<file path="src/rtl/subdiv_pkg.sv">
// Shared types and fixed-point constants for the Loop-subdivision vertex smoothing pass.
package subdiv_pkg;

  localparam int FRAC_BITS    = 16;
  localparam int ADDR_W       = 9;
  localparam int VERTEX_WORDS = 3;
  localparam int ACC_W        = 36;
  localparam int PROD_W       = 54;

  localparam logic [16:0] Q_ONE      = 17'h10000;
  localparam logic [31:0] ROUND_HALF = 32'(1) << (FRAC_BITS - 1);

  typedef enum logic [3:0] {
    S_IDLE      = 4'd0,
    S_RD_VCOUNT = 4'd1,
    S_WR_VCOUNT = 4'd2,
    S_RD_CENTER = 4'd3,
    S_RD_NCOUNT = 4'd4,
    S_RD_NIDX   = 4'd5,
    S_RD_NPOS   = 4'd6,
    S_COMPUTE   = 4'd7,
    S_WRITE     = 4'd8,
    S_NEXT      = 4'd9,
    S_DONE      = 4'd10
  } state_e;

endpackage

</file>
<file path="src/rtl/vertex_smooth_if.sv">
// Control and RAM port bundle of vertex_smooth; master is the smoothing engine, slave the RAM/host side.
// Handshake: start is a single-cycle pulse honoured only when busy is low; RAM reads return one cycle after A.
interface vertex_smooth_if;
  import subdiv_pkg::*;

  logic                start;
  logic                busy;
  logic                done;
  state_e              dbg_state;

  logic                RAM1_EN;
  logic [ADDR_W-1:0]   RAM1_A;
  logic [3:0]          RAM1_WE;
  logic [31:0]         RAM1_Di;
  logic [31:0]         RAM1_Do;

  logic                RAM2_EN;
  logic [ADDR_W-1:0]   RAM2_A;
  logic [3:0]          RAM2_WE;
  logic [31:0]         RAM2_Di;
  logic [31:0]         RAM2_Do;

  logic                RAM3_EN;
  logic [ADDR_W-1:0]   RAM3_A;
  logic [3:0]          RAM3_WE;
  logic [31:0]         RAM3_Di;

  modport master (
    input  start, RAM1_Do, RAM2_Do,
    output busy, done, dbg_state,
    output RAM1_EN, RAM1_A, RAM1_WE, RAM1_Di,
    output RAM2_EN, RAM2_A, RAM2_WE, RAM2_Di,
    output RAM3_EN, RAM3_A, RAM3_WE, RAM3_Di
  );

  modport slave (
    output start, RAM1_Do, RAM2_Do,
    input  busy, done, dbg_state,
    input  RAM1_EN, RAM1_A, RAM1_WE, RAM1_Di,
    input  RAM2_EN, RAM2_A, RAM2_WE, RAM2_Di,
    input  RAM3_EN, RAM3_A, RAM3_WE, RAM3_Di
  );
endinterface

</file>
<file path="src/rtl/vertex_smooth_loop_weight_lut.sv">
// Loop even-vertex weights: beta(n) in Q0.16 and alpha(n) = 1 - n*beta(n) as unsigned 17 bits.
module loop_weight_lut
  import subdiv_pkg::*;
(
    input  logic [3:0]  i_n,
    output logic [15:0] o_beta,
    output logic [16:0] o_alpha
);

    logic [16:0] w_nbeta;

    // floor(3/(8n) * 2^16), except the n==3 special case of 3/16
    always_comb begin
        o_beta = 16'd0;
        case (i_n)
            4'd1:    o_beta = 16'd24576;
            4'd2:    o_beta = 16'd12288;
            4'd3:    o_beta = 16'd12288;
            4'd4:    o_beta = 16'd6144;
            4'd5:    o_beta = 16'd4915;
            4'd6:    o_beta = 16'd4096;
            4'd7:    o_beta = 16'd3510;
            4'd8:    o_beta = 16'd3072;
            4'd9:    o_beta = 16'd2730;
            4'd10:   o_beta = 16'd2457;
            4'd11:   o_beta = 16'd2234;
            4'd12:   o_beta = 16'd2048;
            4'd13:   o_beta = 16'd1890;
            4'd14:   o_beta = 16'd1755;
            4'd15:   o_beta = 16'd1638;
            default: o_beta = 16'd0;
        endcase
    end

    assign w_nbeta = {13'd0, i_n} * {1'b0, o_beta};
    assign o_alpha = Q_ONE - w_nbeta;

endmodule

</file>
<file path="src/rtl/vertex_smooth.sv">
// Loop-subdivision even-vertex repositioning pass: new = alpha(n)*v + beta(n)*sum(neighbours).
// Build option SMOOTH_ROUND_EN: round half-up before the fractional shift instead of flooring.
module vertex_smooth
  import subdiv_pkg::*;
#(
    parameter int NEIGHBOR_STRIDE = 10
)(
    input  logic clk,
    input  logic rst,
    vertex_smooth_if.master bus
);

    localparam logic [3:0] NMAX = 4'(NEIGHBOR_STRIDE - 1);

    state_e                    r_state;
    logic [1:0]                r_sub;
    logic [ADDR_W-1:0]         r_k;
    logic [31:0]               r_vcount;
    logic [3:0]                r_n;
    logic [3:0]                r_j;
    logic [31:0]               r_nidx;
    logic signed [31:0]        r_v   [VERTEX_WORDS];
    logic signed [ACC_W-1:0]   r_acc [VERTEX_WORDS];

    logic [ADDR_W-1:0]         w_vbase;
    logic [ADDR_W-1:0]         w_nbase;
    logic [ADDR_W-1:0]         w_npos_base;
    logic [31:0]               w_idx;
    logic [3:0]                w_cnt;
    logic signed [ACC_W-1:0]   w_do1_ext;
    logic [15:0]               w_beta;
    logic [16:0]               w_alpha;
    logic signed [31:0]        w_v_sel;
    logic signed [ACC_W-1:0]   w_acc_sel;
    logic signed [PROD_W-1:0]  w_a54, w_b54, w_v54, w_s54, w_sum;

    loop_weight_lut u_lut (
        .i_n     (r_n),
        .o_beta  (w_beta),
        .o_alpha (w_alpha)
    );

    assign w_vbase     = ADDR_W'((r_k - 9'd1) * 9'd3 + 9'd1);
    assign w_nbase     = ADDR_W'((int'(r_k) - 1) * NEIGHBOR_STRIDE);
    // The neighbour index arrives on RAM2_Do in the first position-read cycle and is held after that
    assign w_idx       = (r_state == S_RD_NPOS && r_sub == 2'd0) ? bus.RAM2_Do : r_nidx;
    assign w_npos_base = ADDR_W'((w_idx - 32'd1) * 32'd3 + 32'd1);
    assign w_cnt       = (bus.RAM2_Do[3:0] > NMAX) ? NMAX : bus.RAM2_Do[3:0];
    assign w_do1_ext   = {{(ACC_W-32){bus.RAM1_Do[31]}}, bus.RAM1_Do};

    always_comb begin
        w_v_sel   = r_v[0];
        w_acc_sel = r_acc[0];
        case (r_sub)
            2'd1:    begin w_v_sel = r_v[1]; w_acc_sel = r_acc[1]; end
            2'd2:    begin w_v_sel = r_v[2]; w_acc_sel = r_acc[2]; end
            default: begin w_v_sel = r_v[0]; w_acc_sel = r_acc[0]; end
        endcase
    end

    assign w_a54 = {{(PROD_W-17){1'b0}}, w_alpha};
    assign w_b54 = {{(PROD_W-16){1'b0}}, w_beta};
    assign w_v54 = {{(PROD_W-32){w_v_sel[31]}}, w_v_sel};
    assign w_s54 = {{(PROD_W-ACC_W){w_acc_sel[ACC_W-1]}}, w_acc_sel};
`ifdef SMOOTH_ROUND_EN
    assign w_sum = w_a54 * w_v54 + w_b54 * w_s54 + {{(PROD_W-32){1'b0}}, ROUND_HALF};
`else
    assign w_sum = w_a54 * w_v54 + w_b54 * w_s54;
`endif

    always_ff @(posedge clk) begin
        if (rst) begin
            r_state  <= S_IDLE;
            r_sub    <= 2'd0;
            r_k      <= '0;
            r_vcount <= '0;
            r_n      <= '0;
            r_j      <= '0;
            r_nidx   <= '0;
            for (int i = 0; i < VERTEX_WORDS; i++) begin
                r_v[i]   <= '0;
                r_acc[i] <= '0;
            end
        end else begin
            case (r_state)
                S_IDLE, S_DONE: if (bus.start) r_state <= S_RD_VCOUNT;
                S_RD_VCOUNT: r_state <= S_WR_VCOUNT;
                S_WR_VCOUNT: begin
                    r_vcount <= bus.RAM1_Do;
                    r_k      <= 9'd1;
                    r_sub    <= 2'd0;
                    r_state  <= (bus.RAM1_Do == 32'd0) ? S_DONE : S_RD_CENTER;
                end
                S_RD_CENTER: begin
                    r_sub <= r_sub + 2'd1;
                    if (r_sub == 2'd0) begin
                        r_j <= '0;
                        for (int i = 0; i < VERTEX_WORDS; i++) r_acc[i] <= '0;
                    end
                    if (r_sub == 2'd1) r_v[0] <= bus.RAM1_Do;
                    if (r_sub == 2'd2) begin
                        r_v[1]  <= bus.RAM1_Do;
                        r_sub   <= 2'd0;
                        r_state <= S_RD_NCOUNT;
                    end
                end
                S_RD_NCOUNT: begin
                    r_v[2]  <= bus.RAM1_Do;
                    r_state <= S_RD_NIDX;
                end
                S_RD_NIDX: begin
                    r_sub <= 2'd0;
                    // First visit sees the count word; later visits see the previous neighbour's z
                    if (r_j == 4'd0) begin
                        r_n     <= w_cnt;
                        r_state <= (w_cnt == 4'd0) ? S_COMPUTE : S_RD_NPOS;
                    end else begin
                        r_acc[2] <= r_acc[2] + w_do1_ext;
                        r_state  <= S_RD_NPOS;
                    end
                end
                S_RD_NPOS: begin
                    r_sub <= r_sub + 2'd1;
                    if (r_sub == 2'd0) r_nidx <= bus.RAM2_Do;
                    if (r_sub == 2'd1) r_acc[0] <= r_acc[0] + w_do1_ext;
                    if (r_sub == 2'd2) begin
                        r_acc[1] <= r_acc[1] + w_do1_ext;
                        r_j      <= r_j + 4'd1;
                        r_sub    <= 2'd0;
                        r_state  <= (r_j + 4'd1 == r_n) ? S_COMPUTE : S_RD_NIDX;
                    end
                end
                S_COMPUTE: begin
                    if (r_n != 4'd0) r_acc[2] <= r_acc[2] + w_do1_ext;
                    r_sub   <= 2'd0;
                    r_state <= S_WRITE;
                end
                S_WRITE: begin
                    r_sub <= r_sub + 2'd1;
                    if (r_sub == 2'd2) begin
                        r_sub   <= 2'd0;
                        r_state <= S_NEXT;
                    end
                end
                S_NEXT: begin
                    if ({23'd0, r_k} == r_vcount) begin
                        r_state <= S_DONE;
                    end else begin
                        r_k     <= r_k + 9'd1;
                        r_state <= S_RD_CENTER;
                    end
                end
                default: r_state <= S_IDLE;
            endcase
        end
    end

    always_comb begin
        bus.RAM1_A  = '0;
        bus.RAM2_A  = '0;
        bus.RAM3_A  = '0;
        bus.RAM3_Di = '0;
        bus.RAM3_WE = 4'b0000;
        case (r_state)
            S_RD_CENTER: bus.RAM1_A = w_vbase + ADDR_W'(r_sub);
            S_RD_NPOS:   bus.RAM1_A = w_npos_base + ADDR_W'(r_sub);
            S_RD_NCOUNT: bus.RAM2_A = w_nbase;
            S_RD_NIDX:   bus.RAM2_A = w_nbase + ADDR_W'(r_j) + 9'd1;
            S_WR_VCOUNT: begin
                bus.RAM3_Di = bus.RAM1_Do;
                bus.RAM3_WE = rst ? 4'b0000 : 4'b1111;
            end
            S_WRITE: begin
                bus.RAM3_A  = w_vbase + ADDR_W'(r_sub);
                bus.RAM3_Di = 32'(w_sum >>> FRAC_BITS);
                bus.RAM3_WE = rst ? 4'b0000 : 4'b1111;
            end
            default: ;
        endcase
    end

    assign bus.RAM1_EN   = 1'b1;
    assign bus.RAM1_WE   = 4'b0000;
    assign bus.RAM1_Di   = '0;
    assign bus.RAM2_EN   = 1'b1;
    assign bus.RAM2_WE   = 4'b0000;
    assign bus.RAM2_Di   = '0;
    assign bus.RAM3_EN   = 1'b1;
    assign bus.busy      = (r_state != S_IDLE) && (r_state != S_DONE);
    assign bus.done      = (r_state == S_DONE);
    assign bus.dbg_state = r_state;

endmodule

</file>
<file path="src/flat_wrapper.sv">
// flat-port wrapper written by rule: the top's interface ports become plain ports
module vertex_smooth_flat import subdiv_pkg::*;
#(
    parameter int NEIGHBOR_STRIDE = 10
)
  (clk, rst, bus_start, bus_RAM1_Do, bus_RAM2_Do, bus_busy, bus_done, bus_dbg_state, bus_RAM1_EN, bus_RAM1_A, bus_RAM1_WE, bus_RAM1_Di, bus_RAM2_EN, bus_RAM2_A, bus_RAM2_WE, bus_RAM2_Di, bus_RAM3_EN, bus_RAM3_A, bus_RAM3_WE, bus_RAM3_Di);
  vertex_smooth_if bus_i ();
  input  logic clk;
  input  logic rst;
  input wire logic [$bits(bus_i.start)-1:0] bus_start;
  input wire logic [$bits(bus_i.RAM1_Do)-1:0] bus_RAM1_Do;
  input wire logic [$bits(bus_i.RAM2_Do)-1:0] bus_RAM2_Do;
  output wire logic [$bits(bus_i.busy)-1:0] bus_busy;
  output wire logic [$bits(bus_i.done)-1:0] bus_done;
  output wire logic [$bits(bus_i.dbg_state)-1:0] bus_dbg_state;
  output wire logic [$bits(bus_i.RAM1_EN)-1:0] bus_RAM1_EN;
  output wire logic [$bits(bus_i.RAM1_A)-1:0] bus_RAM1_A;
  output wire logic [$bits(bus_i.RAM1_WE)-1:0] bus_RAM1_WE;
  output wire logic [$bits(bus_i.RAM1_Di)-1:0] bus_RAM1_Di;
  output wire logic [$bits(bus_i.RAM2_EN)-1:0] bus_RAM2_EN;
  output wire logic [$bits(bus_i.RAM2_A)-1:0] bus_RAM2_A;
  output wire logic [$bits(bus_i.RAM2_WE)-1:0] bus_RAM2_WE;
  output wire logic [$bits(bus_i.RAM2_Di)-1:0] bus_RAM2_Di;
  output wire logic [$bits(bus_i.RAM3_EN)-1:0] bus_RAM3_EN;
  output wire logic [$bits(bus_i.RAM3_A)-1:0] bus_RAM3_A;
  output wire logic [$bits(bus_i.RAM3_WE)-1:0] bus_RAM3_WE;
  output wire logic [$bits(bus_i.RAM3_Di)-1:0] bus_RAM3_Di;
  assign bus_i.start = bus_start;
  assign bus_i.RAM1_Do = bus_RAM1_Do;
  assign bus_i.RAM2_Do = bus_RAM2_Do;
  assign bus_busy = bus_i.busy;
  assign bus_done = bus_i.done;
  assign bus_dbg_state = bus_i.dbg_state;
  assign bus_RAM1_EN = bus_i.RAM1_EN;
  assign bus_RAM1_A = bus_i.RAM1_A;
  assign bus_RAM1_WE = bus_i.RAM1_WE;
  assign bus_RAM1_Di = bus_i.RAM1_Di;
  assign bus_RAM2_EN = bus_i.RAM2_EN;
  assign bus_RAM2_A = bus_i.RAM2_A;
  assign bus_RAM2_WE = bus_i.RAM2_WE;
  assign bus_RAM2_Di = bus_i.RAM2_Di;
  assign bus_RAM3_EN = bus_i.RAM3_EN;
  assign bus_RAM3_A = bus_i.RAM3_A;
  assign bus_RAM3_WE = bus_i.RAM3_WE;
  assign bus_RAM3_Di = bus_i.RAM3_Di;
  vertex_smooth #(.NEIGHBOR_STRIDE(NEIGHBOR_STRIDE)) u_core (.clk(clk), .rst(rst), .bus(bus_i));
endmodule
</file>
<file path="config.mk">
export PLATFORM = sky130hd
export DESIGN_NAME = vertex_smooth_flat
export DESIGN_NICKNAME = d
export VERILOG_FILES = /design/src/rtl/subdiv_pkg.sv /design/src/rtl/vertex_smooth_if.sv /design/src/rtl/vertex_smooth_loop_weight_lut.sv /design/src/rtl/vertex_smooth.sv /design/src/flat_wrapper.sv
export SDC_FILE = /design/constraint.sdc
export NUM_CORES = 2
export LEC_CHECK = 0
export BUFFER_PORTS_ARGS = -buffer_cell sky130_fd_sc_hd__buf_2
export CORE_MARGIN = 8
export CORE_UTILIZATION = 59
export CTS_CLUSTER_SIZE = 8
export DETAILED_ROUTE_END_ITERATION = 12
export GPL_TIMING_DRIVEN = 0
export HOLD_SLACK_MARGIN = 0.15
export PLACE_DENSITY = 0.82
export SKIP_CTS_REPAIR_TIMING = 1
export SLEW_MARGIN = 25
export SYNTH_ARGS = -nofsm -noshare
export SYNTH_HDL_FRONTEND = slang
export SYNTH_SLANG_ARGS = --single-unit
</file>
<file path="constraint.sdc">
create_clock -name clk -period 13.77 [get_ports clk]
set_input_delay 2.0655 -clock clk [delete_from_list [all_inputs] [get_ports clk]]
set_output_delay 2.0655 -clock clk [all_outputs]
set_load 0.01 [all_outputs]
</file>
-- Word level (Yosys, flattened, before mapping)
Memories as Yosys holds them, arrays and structs flattened. A register that Yosys moved wholly into a read port is not among the register bits.
Cells that the tools add are included.
- register bits after elaboration: 87
- bits of input ports: 67
- memories kept: 3
- bits in writable memories: 204
- ROM bits: 240
- memory list (memory ; depth ; bits a word ; rd ports ; clocked after memory_dff ; wr ports ; line ; text):
    (no name shown) ; 16 ; 15 ; 1 ; 1 ; 0 ; vertex_smooth_loop_weight_lut.sv:15 ; case (i_n)
    u_core.r_acc ; 3 ; 36 ; 3 ; 0 ; 3 ; vertex_smooth.sv:23 ; logic signed [ACC_W-1:0] r_acc [VERTEX_WORDS];
    u_core.r_v ; 3 ; 32 ; 3 ; 0 ; 3 ; vertex_smooth.sv:22 ; logic signed [31:0] r_v [VERTEX_WORDS];
- multiplexer cells: 70
- bitwise logic cells: 10
- multiply operators: 6
- reductions and logical operators: 21
- equal/unequal tests: 21
- magnitude comparators: 1
- $add $sub $neg: 17
- operators by type and width (kind ; number):
    36-bit 2-to-1 mux ; 7
    32-bit 2-to-1 mux ; 4
    32-bit one-hot mux with 2 select lines ; 2
    36-bit by 32-bit adder with 36-bit output ; 3
    36-bit one-hot mux with 2 select lines ; 1
    4-bit 2-to-1 mux ; 14
    9-bit one-hot mux with 2 select lines ; 3
    48-bit adder ; 1
    17-bit by 36-bit multiplier with 48-bit output ; 1
    18-bit by 32-bit multiplier with 48-bit output ; 1
    4-bit one-hot mux with 10 select lines ; 1
    9-bit by 1-bit adder with 9-bit output (second input constant) ; 4
    9-bit by 32-bit equality test with 1-bit output ; 1
    32-bit logical NOT ; 1
    32-bit by 2-bit multiplier with 9-bit output (second input constant) ; 1
    32-bit by 4-bit multiplier with 8-bit output (second input constant) ; 1
    1-bit 2-to-1 mux ; 32
    32-bit by 1-bit subtractor with 32-bit output (second input constant) ; 1
    9-bit by 2-bit adder with 9-bit output ; 2
    9-bit 2-to-1 mux ; 2
    4-bit by 16-bit multiplier with 17-bit output ; 1
    17-bit subtractor (first input constant) ; 1
    4-bit by 3-bit equality test with 1-bit output (second input constant) ; 4
    4-bit equality test (second input constant) ; 3
    other kinds (29) ; 54

-- Logic depth before layout (Yosys ltp)
- depth in word-level cells: 8
- mapped depth: 48

-- By module
A second synthesis with hierarchy kept.
- cells, all modules: 6226
- area, all modules: 57599.0 um^2
- by module, submodules not included (module ; times used ; cells each ; area an instance (um^2)):
    vertex_smooth ; 1 ; 5947 ; 55495.7
    loop_weight_lut ; 1 ; 279 ; 2103.3

-- Worst setup path after synthesis
Ideal clock, no wire load.
- kind: flip-flop to output port
- from: reg u_core.r_n[1]
- to: out bus_RAM3_Di[28]
- arrival time: 11.060 ns
- data required time: 11.705 ns
- buffers on the path: 3
- path slack: 0.644 ns
- stages on the path, launching flop included: 44
- cell sequence: dfxtp_1 -> clkbuf_1 -> clkbuf_1 -> nand2_1 -> fa_1 -> fa_1 -> ha_1 -> ha_1 -> a211oi_1 -> o21ai_0 -> nand2_1 -> o21ai_1 -> o41ai_1 -> nor2b_1 -> o21ai_0 -> nand2b_1 -> xnor2_1 -> clkbuf_1 -> [... 8 more ...] -> fa_1 -> fa_1 -> inv_1 -> fa_1 -> inv_1 -> ha_1 -> a211oi_1 -> o21ai_0 -> a31oi_1 -> nor2b_1 -> a311oi_2 -> a2111oi_4 -> a21oi_2 -> o21ai_4 -> a21oi_2 -> o21bai_2 -> xnor2_1 -> o21ai_1
- longest elaborated chain between the ends: 5
- RTL lines (item ; line ; text):
    start: declaration ; vertex_smooth.sv:19 ; logic [3:0] r_n;
    start signal: assignment ; vertex_smooth.sv:115 ; r_n <= w_cnt;
    4-bit by 16-bit multiplier with 17-bit output ; vertex_smooth_loop_weight_lut.sv:35 ; assign w_nbeta = {13'd0, i_n} * {1'b0, o_beta};
    17-bit subtractor ; vertex_smooth_loop_weight_lut.sv:36 ; assign o_alpha = Q_ONE - w_nbeta;
    18-bit by 32-bit multiplier with 48-bit output ; vertex_smooth.sv:68 ; assign w_sum = w_a54 * w_v54 + w_b54 * w_s54;
    48-bit adder ; vertex_smooth.sv:68 ;
    32-bit one-hot mux with 2 select lines ; vertex_smooth.sv:164 ; case (r_state)
    end: declaration ; flat_wrapper.sv:27 ; output wire logic [$bits(bus_i.RAM3_Di)-1:0] bus_RAM3_Di;
Every way passes these cells.

-- Worst setup path in the final report
- from: reg u_core.r_n[1]
- to: out bus_RAM3_Di[31]
The elaborated chain is that of the path after synthesis.

==> results by group <==
Synth
  • Dominant synthesized flop cell: edfxtp_1
  • Most frequent cell after synthesis: inv_1
  • Yosys top cell area share: between 30% and 40%
  • Yosys warns: 0
  • Simple-Gate Fraction of Synth Area: ~15%
  • EDFF count, synth: approximately 200
  • Largest family of logic cells by synthesized area: adder cells
  • Mapped cell area: between 0.05 and 0.06 mm²
  • Top cell type by total area after synthesis: fa_1
  • Post-Synthesis Cells: 6219
  • Synth Area in Compound Gates: between 8 and 9%
  • Post-Synth XOR/XNOR Area: 3.64%
  • Post-synthesis adder-cell area fraction: roughly 48%
  • Top cells by area, synth: fa_1 39%, edfxtp_1 11%, ha_1 8.5%
  • Synth async-reset ratio: 0%
  • Multiplexer share of the synthesized area: less than 1%
  • Register area share after synthesis: a little over an eighth
  • Synth top cells by count: 1275 x inv_1, 1105 x fa_1, 725 x nand2_1, 468 x nor2_1
  • Avg Inst Size Synth: a little over 9 µm²
  • Library cells used by synthesis: 75
  • #FFs+latches synth: between 200 and 300

Floorplan
  • Initial Utilization: between 50% and 60%
  • Site Rows: about 110
  • Die area: around 0.11 mm²
  • Core area: about 0.095 mm²
  • Die width: roughly 330 µm
  • Ports: roughly 210
  • Chip Height: ~330 µm

Routing
  • Total wire length: between 150000 and 200000 µm
  • First-pass iteration count of the detailed router: 6
  • Wire per inst: around 23 µm
  • Vias/cell: 5.84
  • Total number of vias: ~45000
  • Post-DRT Antenna Nets: 0
  • DRC: 0
  • Detailed Route Iter0 Violations: roughly 4600

Timing
  • Final setup violation count: 8
  • Setup WS post-layout: -0.185 ns
  • Max Transition Viols Final: 0
  • Setup Skew: between 0.03 and 0.04 ns
  • Final hold violations: 0
  • RSZ-0062 raised after global routing: yes
  • Min cycle time layout: between 10 and 15 ns
  • Final clock period utilization by the worst path: 101%
  • Highest clock rate: 0.0717 GHz
  • Setup TNS: -0.667 ns
  • Max-slew headroom: around a fifth
  • Worst Max-Slew Pin Slew: 1.19 ns

Finish
  • Area growth syn-to-layout: 9.68%
  • Design area: slightly above 0.06 mm²
  • Layout cells sized above 1: 8.51%
  • Nets@finish: 8036

Place
  • Placement Cell Area: slightly below 0.06 mm²
  • Port Buffer Count: between 100 and 150
  • Dpl hpwl: around 150000 µm
  • RD Place Congestion: ~1.0

Power
  • Worst vdd ir: between 0.00009 and 0.0001 V
  • Leak: approximately 29 nW
  • Pwr/cell area: approximately 56 mW/mm²

Setup path
  • CP required: about 12 ns
  • CP Launch Type: register
  • Critical Path End Type: output pin
  • Crit Path Max Fanout: 8
  • Worst Path Arrival: roughly 12 ns
  • Slowest CP cell: a2111oi_4
  • CP max stage delay: 0.60 ns
  • Most used cell, CP: fa_1
  • Critical path class: reg -> out

Run status
  • Failing checks: negative setup slack
  • Outcome: complete, but fails checks

Global route
  • Total track usage: between 30% and 40%
  • Global-route wire length before repair: 273000 µm
  • Largest net degree at the start of global routing: 33
  • Initial antenna violation count: 5
  • GR Overflow Total: 0
  • Vias in the first global route: roughly 47000

Run
  • Max_cap viols: 0

CTS
  • Number of CTS-inserted buffers: 42
  • Clock transition at path regs: around 0.050 ns
  • Root buf cell: clkbuf_16
  • Clock buffer depth: 3
  • Clk_lat worst skew: just over 0.6 ns
  • H-tree level count: 2
  • # clock sinks: roughly 280
  • CTS tree: done

Min path
  • Worst Hold Class: reg -> reg
==> cells in the final DEF (no fill, tap or decap), types with 65 or more instances in the layout <==
cell	instances
a21o_1	107
buf_4	120
nor2_1	457
fa_1	1091
buf_2	116
inv_1	1260
edfxtp_1	204
nand2_1	721
xnor2_1	138
ha_1	359
a21oi_1	201
and2_1	384
a22oi_1	75
o21ai_0	101
dfxtp_1	65
xor2_1	71
conb_1	75
clkbuf_1	194
==> area by class of cell <==
class	instances	area, µm²
Timing Repair Buffer	157	1030
Multi-Input combinational cell	4385	43600
Sequential cell	283	7760
Tap cell	1265	1580
Clock inverter	6	123
Antenna cell	3	7.51
Buffer	334	1790
Clock buffer	54	1110
Fill cell	7335	33000
Inverter	1277	4800
==> sequential cells by signal, indices dropped and copies added, names as in the netlist <==
name / count
u_core.r_sub: 2
u_core.r_k: 9
u_core.r_nidx: 9
u_core.u_lut.o_beta: 15
u_core.r_acc: 108
u_core.r_v: 96
u_core.r_j: 4
u_core.r_vcount: 32
u_core.bus.dbg_state: 4
u_core.r_n: 4
==> worst max-delay path: cells and delay by family, from the launching register on <==
family          cells  cell delay, ns
xor+xnor            3            0.70
fa+ha+maj          13            5.89
compound gates     12            2.44
flops               1            0.44
simple gates        8            0.84
buf+inv            10            0.97
==> power by group <==
part	leakage, nW	switching (mW)	internal [mW]	total (mW)
combinational	25.9	1.05	0.454	1.50
clock	0.593	0.414	0.597	1.01
sequential	2.76	0.0241	0.952	0.976
total	29.3	1.48	2.00	3.49
==> per-layer routing <==
layer  vias up  share of wire (%)  GRT usage [%]
li1      19370                  -              -
met1     22555                 36           42.5
met2      2750                 45           52.6
met3       631                 11           8.32
met4         2                7.7           19.0
met5         -              0.010              0
==> metrics by stage <==
| step | utilization [%] | setup WS [ns] | std cells | hold WS (ns) | total power [mW] |
|---|---|---|---|---|---|
| global route | 65.2 | -0.495 | 7761 | 0.476 | 3.61 |
| finish | 65.2 | -0.185 | 7764 | 0.455 | 3.49 |
| detailed placement | 62.2 | -2.04 | 7673 | 0.448 | 2.37 |
| global placement | 62.0 | -1.94 | 7668 | 0.442 | 2.34 |
| floorplan | - | 0.644 | 6292 | 0.436 | 1.85 |
| CTS | 63.5 | -2.74 | 7733 | 0.455 | 3.38 |
==> worst paths after layout <==
| path | cells past startpoint | slack, ns | to | from |
|---|---|---|---|---|
| max | 46 | -0.18 | bus_RAM3_Di[31] | u_core.r_n[1]$_SDFFE_PP0P_ |
| min | 2 | 0.46 | u_core.r_vcount[18]$_SDFFE_PP0P_ | u_core.r_vcount[18]$_SDFFE_PP0P_ |
| max reg2reg | 9 | 9.18 | u_core.r_acc[0][34]$_SDFFCE_PN0P_ | u_core.r_sub[0]$_SDFFE_PP0P_ |
| min reg2reg | 2 | 0.46 | u_core.r_vcount[18]$_SDFFE_PP0P_ | u_core.r_vcount[18]$_SDFFE_PP0P_ |
==> cells by family after synthesis <==
kind of cell	after synthesis
and+or+nand+nor	1850
buffers and inverters	1624
adders and majority gates	1489
AOI/OAI and AO/OA	723
DFF	283
xor gates and xnor gates	231
muxes	17
other	2
(Power assumes the default switching activity.)
